### config.mk
export PLATFORM = sky130hd
export DESIGN_NAME = sram_rmw_arbiter
export DESIGN_NICKNAME = d
export VERILOG_FILES = /design/src/rtl/sram_rmw_arbiter.sv
export SDC_FILE = /design/constraint.sdc
export NUM_CORES = 1
export LEC_CHECK = 0
export CELL_PAD_IN_SITES_DETAIL_PLACEMENT = 1
export CELL_PAD_IN_SITES_GLOBAL_PLACEMENT = 1
export CORE_MARGIN = 3
export CORE_UTILIZATION = 32
export CTS_CLUSTER_DIAMETER = 150
export DETAILED_ROUTE_END_ITERATION = 12
export MAX_ROUTING_LAYER = met4
export PLACE_DENSITY_LB_ADDON = 0.1
export SYNTH_ARGS = -nofsm -noshare
export SYNTH_HDL_FRONTEND = slang
export SYNTH_SLANG_ARGS = --single-unit
### constraint.sdc
create_clock -name CK -period 4.3 [get_ports CK]
set_input_delay 0.645 -clock CK [delete_from_list [all_inputs] [get_ports CK]]
set_output_delay 0.645 -clock CK [all_outputs]
set_load 0.02 [all_outputs]
### src/rtl/sram_rmw_arbiter.sv
// Arbitrates one single-port weight SRAM between an inference read port (R) and a
// read-modify-write learning update port (U) with a starvation bound on U.
module sram_rmw_arbiter #(
    parameter int unsigned ADDR_WIDTH   = 8,
    parameter int unsigned DATA_WIDTH   = 32,
    parameter int unsigned SRAM_DEPTH   = 256,
    parameter int unsigned DELTA_WIDTH  = 8,
    parameter int unsigned STARVE_LIMIT = 4
) (
    input  logic                   CK,
    input  logic                   RSTN,
    input  logic                   rd_req,
    input  logic [ADDR_WIDTH-1:0]  rd_addr,
    output logic                   rd_gnt,
    output logic                   rd_valid,
    output logic [DATA_WIDTH-1:0]  rd_data,
    input  logic                   upd_req,
    input  logic [ADDR_WIDTH-1:0]  upd_addr,
    input  logic [DELTA_WIDTH-1:0] upd_delta,
    output logic                   upd_gnt,
    output logic                   upd_done,
    output logic                   busy,
    output logic                   sram_cs,
    output logic                   sram_we,
    output logic [ADDR_WIDTH-1:0]  sram_a,
    output logic [DATA_WIDTH-1:0]  sram_d,
    input  logic [DATA_WIDTH-1:0]  sram_q
);

    localparam int unsigned CntW = $clog2(STARVE_LIMIT + 1);
    localparam logic [CntW-1:0] StarveMax = CntW'(STARVE_LIMIT);

    if (SRAM_DEPTH > (1 << ADDR_WIDTH) || DELTA_WIDTH > DATA_WIDTH || STARVE_LIMIT < 1)
    begin : g_param_check
        $error("sram_rmw_arbiter: illegal parameter combination");
    end

    typedef enum logic [0:0] {StIdle, StWr} state_e;

    state_e                 state_q, state_d;
    logic [CntW-1:0]        starve_cnt_q;
    logic                   rd_valid_q, upd_done_q;
    logic [ADDR_WIDTH-1:0]  addr_q;
    logic [DELTA_WIDTH-1:0] delta_q;
    logic [DATA_WIDTH:0]    sum_wide;
    logic [DATA_WIDTH-1:0]  sat_sum;
    logic                   u_win;

    // One extra bit of headroom; overflow shows up as disagreement of the top two bits.
    always_comb begin
        sum_wide = {sram_q[DATA_WIDTH-1], sram_q}
                 + {{(DATA_WIDTH + 1 - DELTA_WIDTH){delta_q[DELTA_WIDTH-1]}}, delta_q};
        sat_sum  = sum_wide[DATA_WIDTH-1:0];
        if (sum_wide[DATA_WIDTH] != sum_wide[DATA_WIDTH-1]) begin
            sat_sum = sum_wide[DATA_WIDTH] ? {1'b1, {(DATA_WIDTH-1){1'b0}}}
                                           : {1'b0, {(DATA_WIDTH-1){1'b1}}};
        end
    end

    always_comb begin
        state_d = state_q;
        rd_gnt  = 1'b0;
        upd_gnt = 1'b0;
        sram_cs = 1'b0;
        sram_we = 1'b0;
        sram_a  = '0;
        sram_d  = '0;
        u_win   = upd_req & (~rd_req | (starve_cnt_q == StarveMax));
        // Gating on RSTN keeps every control output low (and aborts a pending write) in reset.
        if (RSTN) begin
            unique case (state_q)
                StIdle: begin
                    if (u_win) begin
                        upd_gnt = 1'b1;
                        sram_cs = 1'b1;
                        sram_a  = upd_addr;
                        state_d = StWr;
                    end else if (rd_req) begin
                        rd_gnt  = 1'b1;
                        sram_cs = 1'b1;
                        sram_a  = rd_addr;
                    end
                end
                StWr: begin
                    sram_cs = 1'b1;
                    sram_we = 1'b1;
                    sram_a  = addr_q;
                    sram_d  = sat_sum;
                    state_d = StIdle;
                end
                default: state_d = StIdle;
            endcase
        end
    end

    always_ff @(posedge CK) begin
        if (!RSTN) begin
            state_q      <= StIdle;
            starve_cnt_q <= '0;
            rd_valid_q   <= 1'b0;
            upd_done_q   <= 1'b0;
            addr_q       <= '0;
            delta_q      <= '0;
        end else begin
            state_q    <= state_d;
            rd_valid_q <= rd_gnt;
            upd_done_q <= (state_q == StWr);
            if (upd_gnt) begin
                addr_q  <= upd_addr;
                delta_q <= upd_delta;
            end
            if (upd_gnt) begin
                starve_cnt_q <= '0;
            end else if (upd_req && starve_cnt_q != StarveMax) begin
                starve_cnt_q <= starve_cnt_q + CntW'(1);
            end
        end
    end

    assign busy     = RSTN & (state_q == StWr);
    assign rd_valid = RSTN & rd_valid_q;
    assign upd_done = RSTN & upd_done_q;
    assign rd_data  = sram_q;

endmodule

* Word-level counts from Yosys, hierarchy flattened *
Cells that the tools add are included.

storage, ports and cells
  logic and storage cells = 42
  input bits = 60
  flip-flop bits (word level) = 22
  output and inout port bits = 79

operators by class
  equal/unequal tests = 3
  multiplexer cells = 21
  add/subtract/negate cells = 2
  bitwise logic cells = 8
  reductions and logical operators = 2

operator list
  operator                                     number
  two-way mux 32 bit                           4
  adder 32 x 8 -> 33 bit                       1
  two-way mux 8 bit                            3
  one-hot mux 8 bit (2 select lines)           1
  two-way mux 1 bit                            11
  bitwise AND 1 bit                            4
  one-hot mux 1 bit (2 select lines)           2
  adder 3 x 1 -> 3 bit, second input constant  1
  == test 3 bit, second input constant         1
  != test 3 bit, second input constant         1
  inverter 1 bit                               3
  OR reduction 2 bit                           1
  logical AND 1 bit                            1
  != test 1 bit                                1
  bitwise OR 1 bit                             1

* Logic depth before layout (Yosys ltp) *
  depth in word-level cells = 7
  mapped depth = 11

* Worst setup path before layout *
Ideal clock, no wire load.

  kind = input to output
  start point = in sram_q[0]
  end point = out sram_d[10]
  path slack = 642 ps
  stages on the path = 11
  data required time = 3655 ps
  data arrival time = 3013 ps
  cells stage by stage = ha_1 fa_1 a21o_1 a2bb2oi_2 a221oi_2 o2111a_2 a211oi_2 nand2_1 o41a_1 buf_2 o21a_1

on the way
  cells in the longest elaborated chain, start to end = 5
  elaborated cells between the ends (all ways) = 6
  classes of those cells = add/sub: 1; eq/ne: 1; mux: 4

ends and longest elaborated chain
  element                                                     line    source
  start, declared                                             27      input logic [DATA_WIDTH-1:0] sram_q
  adder 32 x 8 -> 33 bit (*)                                  52      + {{(DATA_WIDTH + 1 - DELTA_WIDTH){delta_q[DELTA_WIDTH-1]}}, delta_q};
  two-way mux 32 bit / != test 1 bit (equally long branches)  55, 54
  two-way mux 32 bit (*)                                      54      if (sum_wide[DATA_WIDTH] != sum_wide[DATA_WIDTH-1]) begin
  two-way mux 32 bit (*)                                      71      unique case (state_q)
  two-way mux 32 bit (*)                                      70      if (RSTN) begin
  end, declared                                               26      output logic [DATA_WIDTH-1:0] sram_d,

Every way passes the cells marked *; elsewhere a longest branch is shown, timed or not.

* Worst setup path after layout *
  start point = in sram_q[19]
  end point = out sram_d[25]

The elaborated chain is that of the path after synthesis.

==> reports/results.ini <==
[timing]
worst_pin_slew_ps=358
slew_violations=0
fmax_mhz=238
hold_viol=0
fin_crit_ps=4200
setup_viol=0
worst_slew_margin_rel=0.758
finalClockSkew_ps=5.81
fin_crit_sh=0.976
finalWorstSetupSlack_ps=105

[clock_tree]
clock_latency_ps=270
cts_max_level=1
cts.clk_slew.worst_paths_ps=80
clockBufferDepth=2
numCtsBuffers=3
cts-root-buf=clkbuf_8
tritoncts=yes
cts_sinks=22

[cells_and_area]
nNetsFinal=695
diodes=0
multi_input_area_um2=2680
register_area_um2=440
layout-drive-gt1-share=0.287
fillCellCount=1247
area.growth.synth_to_final_pct=59.2

[flow_run]
drv_cap=0

[die]
die_h_um=109
die_width_um=109
io_pins=139
core_area_um2=10400
fp.dieArea_um2=11900
initial_core_util=0.329
rows=37

[place]
pre_cts_ws_ps=-438
place_congestion=0.859
hpwl_um=9180
io_buffers=138

[global_route]
antenna_found_initial=0
grt-ovfl-total=0
grt_pass1_vias=3773
grt_max_degree=24
grt_pass1_wl_um=18700
track_usage=0.197

[yosys]
synth_area_um2=3410
synth-seq-cells=22
seq_area_frac_synth=0.129
ys.flop_type=dfxtp_1
yosysWarnings=0
synthArstFlopShare=0
synth.distinct_cells=60
avgSynthCellArea_um2=8.19
yosysTopAreaCellShare=0.129
yosys.area.top_type=dfxtp_1
synth_area_leaders=dfxtp_1 (13%), ha_1 (12%), buf_4 (8.1%)
synth-edff-count=0
netlist_instances=417
syn-num-nets=512

[drt]
drt_first_pass_iters=6
dr_wl_met3_um=310
met2_length_um=6310
via_per_inst=5.04
drtIter0Drc=138
wirelength_um=12000
route.detailed.drc=0
wl_met1_um=5290
postRouteAntennaNets=0
highest_layer=met4
route.vias.total=3705
wl_per_cell_um=16.3

[power_and_ir_drop]
total_leakage_power_uw=0.00258
net-switching-power_uw=345
netSwitchingFraction=0.353
total_power_uw=978
power-per-cell-area_nw_per_um2=180
cellInternalPower_uw=633
clkPwrFrac=0.204
ir_drop_mv=0.227
pwr-share-seq=0.226
p_comb_frac=0.570

[min_path]
hold_class=flip-flop to flip-flop
min_path_cells=1
worstHoldStart=state_q
whs_endpoint=rd_valid_q

[setup_path]
worstPathArrival_ps=3550
critPathTopFamily=compound AO/OA/AOI/OAI gates
cp-start-kind=primary input
max_stage_delay_ps=420
r2r-end=addr_q[7]
critPathMaxFanout=8
r2r_slack_ps=2650
crit_chain=clkdlybuf4s50_1, ha_1, buf_4, o211ai_1, a211o_1, a211oi_2, a211oi_2, buf_4, a311oi_2, xnor2_2, buf_6, o21a_1, clkdlybuf4s15_2
path_class=primary input to output port
r2r_start=starve_cnt_q[0]
crit_buf_inv=5
cp_slowest_cell=clkdlybuf4s50_1
worstPathRequired_ps=3650
critPathCaptureType=output port
worst-r2r-cell-count=7

[run_status]
status=completed

[stage by stage]
stage | setup TNS (ps) | utilization | instance area (um^2) | hold slack (ps) | cells
final | 0 | 0.524 | 5430 | 506 | 735
after global routing | -115 | 0.524 | 5430 | 539 | 735
after CTS | -274 | 0.497 | 5160 | 505 | 724
after detailed placement | -12430 | 0.499 | 5170 | 484 | 716
after global placement | -10390 | 0.499 | 5170 | 462 | 716
after floorplan | 0 | - | 3410 | 446 | 417
[how the worst max path moves through the flow]
stage | cells after the start | from | endpoint
3_5_place_dp | 13 | sram_q[0] | sram_d[25]
2_1_floorplan | 11 | sram_q[0] | sram_d[10]
4_1_cts | 14 | sram_q[0] | sram_d[23]
3_3_place_gp | 13 | sram_q[0] | sram_d[26]
5_1_grt | 13 | sram_q[19] | sram_d[25]
6_report | 13 | sram_q[19] | sram_d[25]
[per-layer routing]
metal / vias to the layer above / global-route usage
met4: 0 / 0.0249
met5: - / -
met1: 1777 / 0.254
met2: 64 / 0.348
li1: 1858 / -
met3: 6 / 0.0130
[Yosys cell counts, drive strengths merged, types with 4 or more instances]
library cell / count
nand2b: 5
xor2: 11
a21oi: 36
o21ai: 15
o211ai: 4
nor2b: 19
ha: 34
o21bai: 4
nor2: 14
clkbuf: 4
a21o: 21
mux2i: 16
a222oi: 8
and2: 8
nand2: 23
xnor2: 20
inv: 15
buf: 49
dfxtp: 22
nor3: 5
a211oi: 8
o21a: 34
[cells in the final DEF (no fill, tap or decap), types with 11 or more instances in the layout]
cell type / netlist / final
nand2_1: 23 / 23
clkdlybuf4s50_1: 0 / 97
inv_1: 15 / 15
ha_1: 34 / 20
buf_4: 37 / 90
a21oi_1: 34 / 31
o21a_1: 34 / 34
dfxtp_1: 22 / 22
nor2_1: 14 / 14
a21o_1: 20 / 20
xnor2_1: 19 / 19
nor2b_1: 19 / 19
mux2i_1: 16 / 16
buf_2: 4 / 26
xor2_1: 11 / 11
[power by group through the flow]
| stage | Combinational (uW) | Sequential (uW) | Clock, uW |
|---|---|---|---|
| global placement | 514 | 224 | 0 |
| detailed placement | 524 | 224 | 0 |
| global route | 609 | 222 | 209 |
| finish | 557 | 221 | 200 |
| floorplan | 307 | 225 | 0 |
| CTS | 527 | 220 | 202 |
[registers in the layout, summed over array words and instances, names as in the netlist]
name          cells
upd_done_q        1
starve_cnt_q      3
addr_q            8
rd_valid_q        1
state_q           1
delta_q           8
[cells by family (layout without fill, tap and decap cells)]
family,after synthesis,after routing,synth area share
AO/OA/AOI/OAI,153,153,0.337
XOR/XNOR,31,31,0.0817
adder cells (fa/ha/maj),35,35,0.130
buffers and inverters,69,251,0.133
flip-flops,22,22,0.129
multiplexers,16,16,0.0469
AND/OR/NAND/NOR,91,91,0.141
[cell type report]
type	count	area share
clock buffers	3	0.00760
clock inverters	1	0.00553
inverters	16	0.0111
multi-input cells	326	0.492
flip-flops and latches	22	0.0810
well taps	136	0.0313
repair buffers	231	0.371
[repair_timing]
item | CTS | global route
setup endpoints to repair | 32 | 31
hold buffers | 0 | 0
pin swaps | 3 | 16
hold endpoints to repair | 0 | 0
resized for setup | 132 | 39
buffers inserted | 3 | 12
gates cloned | 1 | 0
Note: power is estimated with default switching activity, not from simulation.
